==> config.mk <==
export PLATFORM = sky130hd
export DESIGN_NAME = psone_key_scheduler
export DESIGN_NICKNAME = d
export VERILOG_FILES = /design/src/rtl/psone_pkg.sv /design/src/rtl/psone_evt_fifo.sv /design/src/rtl/psone_key_scheduler.sv
export SDC_FILE = /design/constraint.sdc
export NUM_CORES = 1
export LEC_CHECK = 0
export BUFFER_PORTS_ARGS = -buffer_cell sky130_fd_sc_hd__buf_2
export CAP_MARGIN = 10
export CORE_UTILIZATION = 64
export DETAILED_ROUTE_END_ITERATION = 12
export GPL_ROUTABILITY_DRIVEN = 0
export PLACE_DENSITY = 0.89
export SYNTH_ARGS = -nofsm -noshare
export SYNTH_HDL_FRONTEND = slang
export SYNTH_HIERARCHICAL = 1
export SYNTH_SLANG_ARGS = --single-unit
==> constraint.sdc <==
create_clock -name iCLK -period 7.8 [get_ports iCLK]
set_input_delay 0.39 -clock iCLK [delete_from_list [all_inputs] [get_ports iCLK]]
set_output_delay 0.39 -clock iCLK [all_outputs]
set_load 0.1 [all_outputs]
==> src/rtl/psone_pkg.sv <==
// -----------------------------------------------------------------------------
// psone_pkg
// Shared definitions for the PlayStation-style gamepad key scheduler.
//   - event word layout: {press, key_index}, key index in the low bits
//   - button index constants (SELECT=0 ... SQUARE=15)
//   - default per-key debounce counter width
// -----------------------------------------------------------------------------
package psone_pkg;

    localparam int PSONE_DEBOUNCE_W_DEFAULT = 11;

    // Key index occupies the low bits of an event word, the press flag sits
    // directly above it.
    localparam int EVT_KEY_LSB = 0;

    function automatic int evt_press_bit(input int kw);
        return EVT_KEY_LSB + kw;
    endfunction

    function automatic int evt_width(input int kw);
        return kw + 1;
    endfunction

    typedef enum logic [5:0] {
        BTN_SELECT   = 6'd0,
        BTN_L3       = 6'd1,
        BTN_R3       = 6'd2,
        BTN_START    = 6'd3,
        BTN_UP       = 6'd4,
        BTN_RIGHT    = 6'd5,
        BTN_DOWN     = 6'd6,
        BTN_LEFT     = 6'd7,
        BTN_L2       = 6'd8,
        BTN_R2       = 6'd9,
        BTN_L1       = 6'd10,
        BTN_R1       = 6'd11,
        BTN_TRIANGLE = 6'd12,
        BTN_CIRCLE   = 6'd13,
        BTN_CROSS    = 6'd14,
        BTN_SQUARE   = 6'd15
    } psone_button_e;

endpackage

==> src/rtl/psone_evt_fifo.sv <==
// -----------------------------------------------------------------------------
// psone_evt_fifo
// Synchronous show-ahead FIFO holding key events.
// Ports:
//   iCLK   in  clock
//   iRESET in  asynchronous active-low reset (empties the FIFO)
//   push   in  write din this cycle (ignored when full unless pop also occurs)
//   din    in  W-bit event word
//   pop    in  remove head this cycle (ignored when empty)
//   dout   out head entry, valid whenever empty is low
//   full   out DEPTH entries stored
//   empty  out no entries stored
// DEPTH must be a power of two (>= 2) so the pointers wrap naturally.
// -----------------------------------------------------------------------------
module psone_evt_fifo #(
    parameter int W     = 5,
    parameter int DEPTH = 8
) (
    input  logic         iCLK,
    input  logic         iRESET,
    input  logic         push,
    input  logic [W-1:0] din,
    input  logic         pop,
    output logic [W-1:0] dout,
    output logic         full,
    output logic         empty
);

    localparam int AW = $clog2(DEPTH);

    logic [W-1:0]  mem [DEPTH];
    logic [AW-1:0] wr_ptr;
    logic [AW-1:0] rd_ptr;
    logic [AW:0]   count;
    logic          do_push;
    logic          do_pop;

    // A push into a full FIFO is legal when the head leaves in the same cycle:
    // the write lands in the slot being vacated.
    always_comb begin
        full    = (count == (AW+1)'(DEPTH));
        empty   = (count == '0);
        do_pop  = pop && !empty;
        do_push = push && (!full || do_pop);
        dout    = mem[rd_ptr];
    end

    // Pointer and occupancy bookkeeping.
    always_ff @(posedge iCLK or negedge iRESET) begin
        if (!iRESET) begin
            wr_ptr <= '0;
            rd_ptr <= '0;
            count  <= '0;
        end else begin
            if (do_push) wr_ptr <= wr_ptr + AW'(1);
            if (do_pop)  rd_ptr <= rd_ptr + AW'(1);
            unique case ({do_push, do_pop})
                2'b10:   count <= count + (AW+1)'(1);
                2'b01:   count <= count - (AW+1)'(1);
                default: count <= count;
            endcase
        end
    end

    // Storage has no reset; contents are only observed when not empty.
    always_ff @(posedge iCLK) begin
        if (do_push) mem[wr_ptr] <= din;
    end

endmodule

==> src/rtl/psone_key_scheduler.sv <==
// -----------------------------------------------------------------------------
// psone_key_scheduler
// Time-multiplexed debounce and event scheduler for the gamepad button bank.
// One counter-update datapath is scanned round-robin over all KEYS lines; each
// debounced transition is queued as an event for the report builder.
// Ports:
//   iCLK          in  system clock
//   iRESET        in  asynchronous active-low reset
//   iKEY          in  KEYS raw active-low buttons (asynchronous)
//   oKEYS_STABLE  out KEYS debounced levels (0 = pressed)
//   oEVT_VALID    out event FIFO head valid
//   oEVT_KEY      out KW key index of head event
//   oEVT_PRESS    out 1 = press, 0 = release
//   iEVT_READY    in  consumer accepts head when high with oEVT_VALID
//   oOVERFLOW     out sticky: an event was dropped
//   iCLR_OVF      in  one-cycle clear of oOVERFLOW (a same-cycle set wins)
// Build option: define PSONE_KEY_RELEASE_EN to queue release events as well;
// without it only presses are queued and oEVT_PRESS is tied to 1.
// -----------------------------------------------------------------------------
module psone_key_scheduler
    import psone_pkg::*;
#(
    parameter  int KEYS  = 16,
    parameter  int N     = PSONE_DEBOUNCE_W_DEFAULT,
    parameter  int DEPTH = 8,
    localparam int KW    = $clog2(KEYS)
) (
    input  logic            iCLK,
    input  logic            iRESET,
    input  logic [KEYS-1:0] iKEY,
    output logic [KEYS-1:0] oKEYS_STABLE,
    output logic            oEVT_VALID,
    output logic [KW-1:0]   oEVT_KEY,
    output logic            oEVT_PRESS,
    input  logic            iEVT_READY,
    output logic            oOVERFLOW,
    input  logic            iCLR_OVF
);

    localparam int EW = evt_width(KW);
    localparam int PB = evt_press_bit(KW);

    logic [KEYS-1:0] sync1;
    logic [KEYS-1:0] sync2;
    logic [KEYS-1:0] last;
    logic [KEYS-1:0] stable;
    logic [N-1:0]    cnt [KEYS];
    logic [KW-1:0]   idx;

    logic            s;
    logic [N-1:0]    cur_cnt;
    logic            commit;
    logic            push_req;

    logic            pend_valid;
    logic [KW-1:0]   pend_key;
    logic            pend_press;

    logic [EW-1:0]   fifo_din;
    logic [EW-1:0]   fifo_dout;
    logic            fifo_full;
    logic            fifo_empty;
    logic            fifo_push;
    logic            pop;
    logic            ovf_set;

    // Two-flop synchronizer; idle (released) level is 1.
    always_ff @(posedge iCLK or negedge iRESET) begin
        if (!iRESET) begin
            sync1 <= '1;
            sync2 <= '1;
        end else begin
            sync1 <= iKEY;
            sync2 <= sync1;
        end
    end

    // Round-robin scan pointer over all key lines.
    always_ff @(posedge iCLK or negedge iRESET) begin
        if (!iRESET) begin
            idx <= '0;
        end else if (idx == KW'(KEYS-1)) begin
            idx <= '0;
        end else begin
            idx <= idx + KW'(1);
        end
    end

    // Visit decode for the currently scanned key. A commit needs the sample to
    // match the last one, a saturated counter, and a differing stable level.
    always_comb begin
        s        = sync2[idx];
        cur_cnt  = cnt[idx];
        commit   = (s == last[idx]) && cur_cnt[N-1] && (stable[idx] != s);
`ifdef PSONE_KEY_RELEASE_EN
        push_req = commit;
`else
        push_req = commit && !s;
`endif
    end

    // Shared counter-update datapath: only the visited key's state changes.
    always_ff @(posedge iCLK or negedge iRESET) begin
        if (!iRESET) begin
            last   <= '1;
            stable <= '1;
            for (int i = 0; i < KEYS; i++) begin
                cnt[i] <= '0;
            end
        end else begin
            if (s != last[idx]) begin
                cnt[idx]  <= '0;
                last[idx] <= s;
            end else if (!cur_cnt[N-1]) begin
                cnt[idx]  <= cur_cnt + N'(1);
            end else if (stable[idx] != s) begin
                stable[idx] <= s;
            end
        end
    end

    // Commit stage: the event is pushed one cycle after stable updates.
    always_ff @(posedge iCLK or negedge iRESET) begin
        if (!iRESET) begin
            pend_valid <= 1'b0;
            pend_key   <= '0;
            pend_press <= 1'b0;
        end else begin
            pend_valid <= push_req;
            pend_key   <= idx;
            pend_press <= !s;
        end
    end

    always_comb begin
        pop       = !fifo_empty && iEVT_READY;
        fifo_push = pend_valid && (!fifo_full || pop);
        ovf_set   = pend_valid && fifo_full && !pop;
        fifo_din  = '0;
        fifo_din[EVT_KEY_LSB +: KW] = pend_key;
        fifo_din[PB] = pend_press;
    end

    psone_evt_fifo #(
        .W     (EW),
        .DEPTH (DEPTH)
    ) u_fifo (
        .iCLK   (iCLK),
        .iRESET (iRESET),
        .push   (fifo_push),
        .din    (fifo_din),
        .pop    (pop),
        .dout   (fifo_dout),
        .full   (fifo_full),
        .empty  (fifo_empty)
    );

    // Sticky overflow flag; a drop in the same cycle as a clear keeps it set.
    always_ff @(posedge iCLK or negedge iRESET) begin
        if (!iRESET) begin
            oOVERFLOW <= 1'b0;
        end else if (ovf_set) begin
            oOVERFLOW <= 1'b1;
        end else if (iCLR_OVF) begin
            oOVERFLOW <= 1'b0;
        end
    end

    // Head outputs are forced to zero while the FIFO is empty so the reset
    // values are defined regardless of the uninitialised storage.
    always_comb begin
        oKEYS_STABLE = stable;
        oEVT_VALID   = !fifo_empty;
        oEVT_KEY     = fifo_empty ? '0 : fifo_dout[EVT_KEY_LSB +: KW];
    end

`ifdef PSONE_KEY_RELEASE_EN
    assign oEVT_PRESS = fifo_empty ? 1'b0 : fifo_dout[PB];
`else
    logic unused_head_press;
    assign unused_head_press = fifo_dout[PB];
    assign oEVT_PRESS = 1'b1;
`endif

endmodule

==> results.txt <==
The flow ran to the end, but the final reports show violations. The checks that failed: hold timing. CTS built an H-tree with a depth of 1. The routed design has 34.3 mm of wire. The slowest stage of the critical path belongs to the cell sky130_fd_sc_hd__dfrtp_4. For the finished layout, the period the worst path requires is 4960 ps. Among cell families on the critical path, the largest total delay comes from simple AND/OR/NAND/NOR gates. The die height is 145 µm. The root buffer selected by CTS is sky130_fd_sc_hd__clkbuf_16. The number of nets handed over by synthesis was 1071. In the post-route analysis, the smallest setup slack over all paths is 2840 ps. In this run the worst setup path terminates at cnt[10]$_DFFE_PN0P_. The final count of negative-setup-slack endpoints came out at 0. The clock net in this run drives a total of 292 sinks. The number of antenna violations at the first check in global routing was 0.

The setup slack on the worst flop-to-flop path came out at 2840 ps. The global-route wire length before repair came out at 54.6 mm. The setup skew after layout came out at 23.1 ps. Detailed routing inserted a total of 9472 vias. The worst-skew pair later-pin latency is 550 ps. The initial DRC count came out at 1182.

The most frequent cell on the critical path is sky130_fd_sc_hd__buf_4. In this run the worst hold path is classified as in2async. STA classifies the critical path endpoint as a register. The number of vias per cell is 6.93. The cell count after placement is 1297. The clock passes through at most 3 buffers. In this design, the stage delay of the slowest critical-path cell is 880 ps.

Entering global routing, the biggest net connects 137 pins. The post-synthesis cell count came out at 1041. The placeable core region is 19700 µm². The total stage count of the critical path came out at 9. The number of buffers created by CTS is 29. The power per cell area came out at 229 nW/µm². The count of buffers added on input and output ports is 41.

The depth of the worst register-to-register path came out at 9. The mean instance size in the synthesized netlist is 12.5 µm². The worst supply voltage drop on vdd is 240 µV. The critical path startpoint category is a register. Setup repair after global routing left no endpoint under its margin.

The via count of the first global-routing pass came out at 9817. The leftover overflow at the end of global routing is 0. The setup slack at placement came out at 3130 ps. Traced cell by cell, the critical path runs through buf_4 > mux4_2 > a22o_1 > a221oi_4 > buf_4 > xnor2_1 > and2_1 > nand4_1 > o21ai_0. After layout, the worst path uses 63.6% of the clock period. Leaving out filler cells and counting taps, the final layout contains 1366.

The number of failing hold endpoints at the final stage came out at 9. The fraction of layout cells with a size suffix above 1 came out at 21.7%. The area of the die is 20900 µm². The analysis attributes to cell leakage a power of 6.04 nW. The count of unresolved DRC violations after routing is 0. The final-layout setup total negative slack is 0 ps. Counting both buffers and inverters, the worst setup path holds a total of 2. Data on the critical path arrives at its endpoint at 5400 ps. The number of core rows is 51.

The HPWL reported at the end of detailed placement came out at 20.8 mm. The origin of the worst setup path is idx[0]$_DFF_PN0_. The maximum net fanout on the critical path is 37. The count of nets left with antenna violations once routing finished came out at 0. The die is 145 µm wide. The effective utilization at floorplan came out at 66.0%. The standard cell area after detailed placement came out at 13300 µm². The register clock-pin slew on the reported worst setup and hold paths is 70 ps. The overall power consumption came out at 3.30 mW. The type of the worst setup path is reg2reg. At the pin with the least slew margin, the transition time is 1270 ps.

The terminus of the critical flop-to-flop path is cnt[10]$_DFFE_PN0P_. The area growth from synthesis to layout is 10.6%. The net total in the final layout came out at 1109. The number of slew-limit violations in the final report came out at 0.

Before antenna repair, the detailed router went through 5 iterations. The number of maximum-capacitance violations came out at 0. The worst slew margin relative to its limit is 14.7%.

The maximum clock frequency came out at 0.202 GHz. The overall routing resource usage is 35.6%. The CTS tree is yes. The yosys synthesis warning count is 6. The synthesized area is 13000 µm². The I/O pin count came out at 43. The number of antenna diodes in the final layout is 0. The startpoint identified for the worst register-to-register timing path is idx[0]$_DFF_PN0_. The tightest hold margin came out at -61.2 ps.

The cell area after layout came out at 14400 µm². The post-detailed-route wirelength per cell is 25.1 µm. The required time of the worst setup path is 8250 ps.
==> power by group <==
group / switching (mW) / internal, mW / leakage (nW)
sequential: 0.0576 / 1.59 / 3.61
clock: 0.584 / 0.780 / 0.460
combinational: 0.176 / 0.112 / 1.97
==> through the flow <==
step           hold slack, ps  utilization [%]
5_1_grt                  40.3             73.0
3_5_place_dp              347             67.5
6_report                -61.2             73.0
2_1_floorplan            94.4                -
3_3_place_gp              345             67.5
4_1_cts                  22.4             73.0
==> layer usage <==
metal,track usage [%],vias to the layer above,share of wire (%)
met3,9.24,165,11
met1,44.6,4689,35
li1,-,3865,-
met5,0,-,0
met2,58.2,753,49
met4,17.3,0,5.0
==> worst min path at each step <==
stage	startpoint	end	slack (ps)	cells past startpoint
after floorplan	iRESET	cnt[0]$_DFFE_PN0P_	90	0
after global placement	sync1[6]$_DFF_PN1_	sync2[6]$_DFF_PN1_	350	0
after detailed placement	sync1[7]$_DFF_PN1_	sync2[7]$_DFF_PN1_	350	0
after CTS	iRESET	pend_key[0]$_DFF_PN0_	20	1
after global routing	iRESET	pend_key[1]$_DFF_PN0_	40	1
final	iRESET	pend_key[1]$_DFF_PN0_	-60	1
==> cell usage in the layout (no fill, tap or decap), types with 4 or more instances in the layout <==
cell type	n
sky130_fd_sc_hd__dfrtp_1	194
sky130_fd_sc_hd__nand2_1	187
sky130_fd_sc_hd__o21ai_0	178
sky130_fd_sc_hd__dfstp_2	64
sky130_fd_sc_hd__mux4_2	49
sky130_fd_sc_hd__buf_2	40
sky130_fd_sc_hd__a22o_1	39
sky130_fd_sc_hd__edfxtp_1	32
sky130_fd_sc_hd__clkbuf_16	29
sky130_fd_sc_hd__nor2_1	23
sky130_fd_sc_hd__mux4_1	22
sky130_fd_sc_hd__o21ai_1	22
sky130_fd_sc_hd__buf_4	19
sky130_fd_sc_hd__dlygate4sd3_1	16
sky130_fd_sc_hd__o31ai_1	14
sky130_fd_sc_hd__inv_1	13
sky130_fd_sc_hd__and2_1	12
sky130_fd_sc_hd__xnor2_1	11
sky130_fd_sc_hd__clkbuf_8	10
sky130_fd_sc_hd__a21oi_1	9
sky130_fd_sc_hd__ha_1	9
sky130_fd_sc_hd__clkbuf_1	9
sky130_fd_sc_hd__a22oi_1	8
sky130_fd_sc_hd__nor2b_1	7
sky130_fd_sc_hd__o21bai_1	7
sky130_fd_sc_hd__a31oi_1	7
sky130_fd_sc_hd__xor2_1	6
sky130_fd_sc_hd__mux2_2	6
sky130_fd_sc_hd__nor3_1	6
sky130_fd_sc_hd__nand3_1	6
sky130_fd_sc_hd__and3_1	4
sky130_fd_sc_hd__clkinv_2	4
sky130_fd_sc_hd__nand2b_1	4
==> worst reg2reg max path: stages, from the launching register on <==
cell and delay (ps):
sky130_fd_sc_hd__dfrtp_4 880, sky130_fd_sc_hd__buf_4 550, sky130_fd_sc_hd__mux4_2 600, sky130_fd_sc_hd__a22o_1 260
sky130_fd_sc_hd__a221oi_4 190, sky130_fd_sc_hd__buf_4 410, sky130_fd_sc_hd__xnor2_1 450, sky130_fd_sc_hd__and2_1 570
sky130_fd_sc_hd__nand4_1 570, sky130_fd_sc_hd__o21ai_0 380
==> sequential cells by signal, indices dropped and copies added, names as in the netlist <==
name / cells
pend_valid: 1
u_fifo/count: 4
u_fifo/rd_ptr: 3
oOVERFLOW: 1
pend_key: 4
last: 16
idx: 4
sync2: 16
sync1: 16
u_fifo/wr_ptr: 3
oKEYS_STABLE: 16
cnt: 176
u_fifo/mem: 32
==> area by class of cell <==
cell class,count,area (µm²)
well taps,265,332
repair buffers,76,518
clock inverters,5,28.8
fillers,1120,5330
multi-input cells,667,5020
flip-flops and latches,292,7550
clock buffers,48,897
inverters,13,48.8
==> timing repair <==
item                                   in CTS  in global routing
setup buffers                               0                  0
hold buffers                               16                  0
endpoints found under the hold margin      16                  0
resized for setup                           0                  0
No activity file was read; power rests on OpenSTA's default activity.
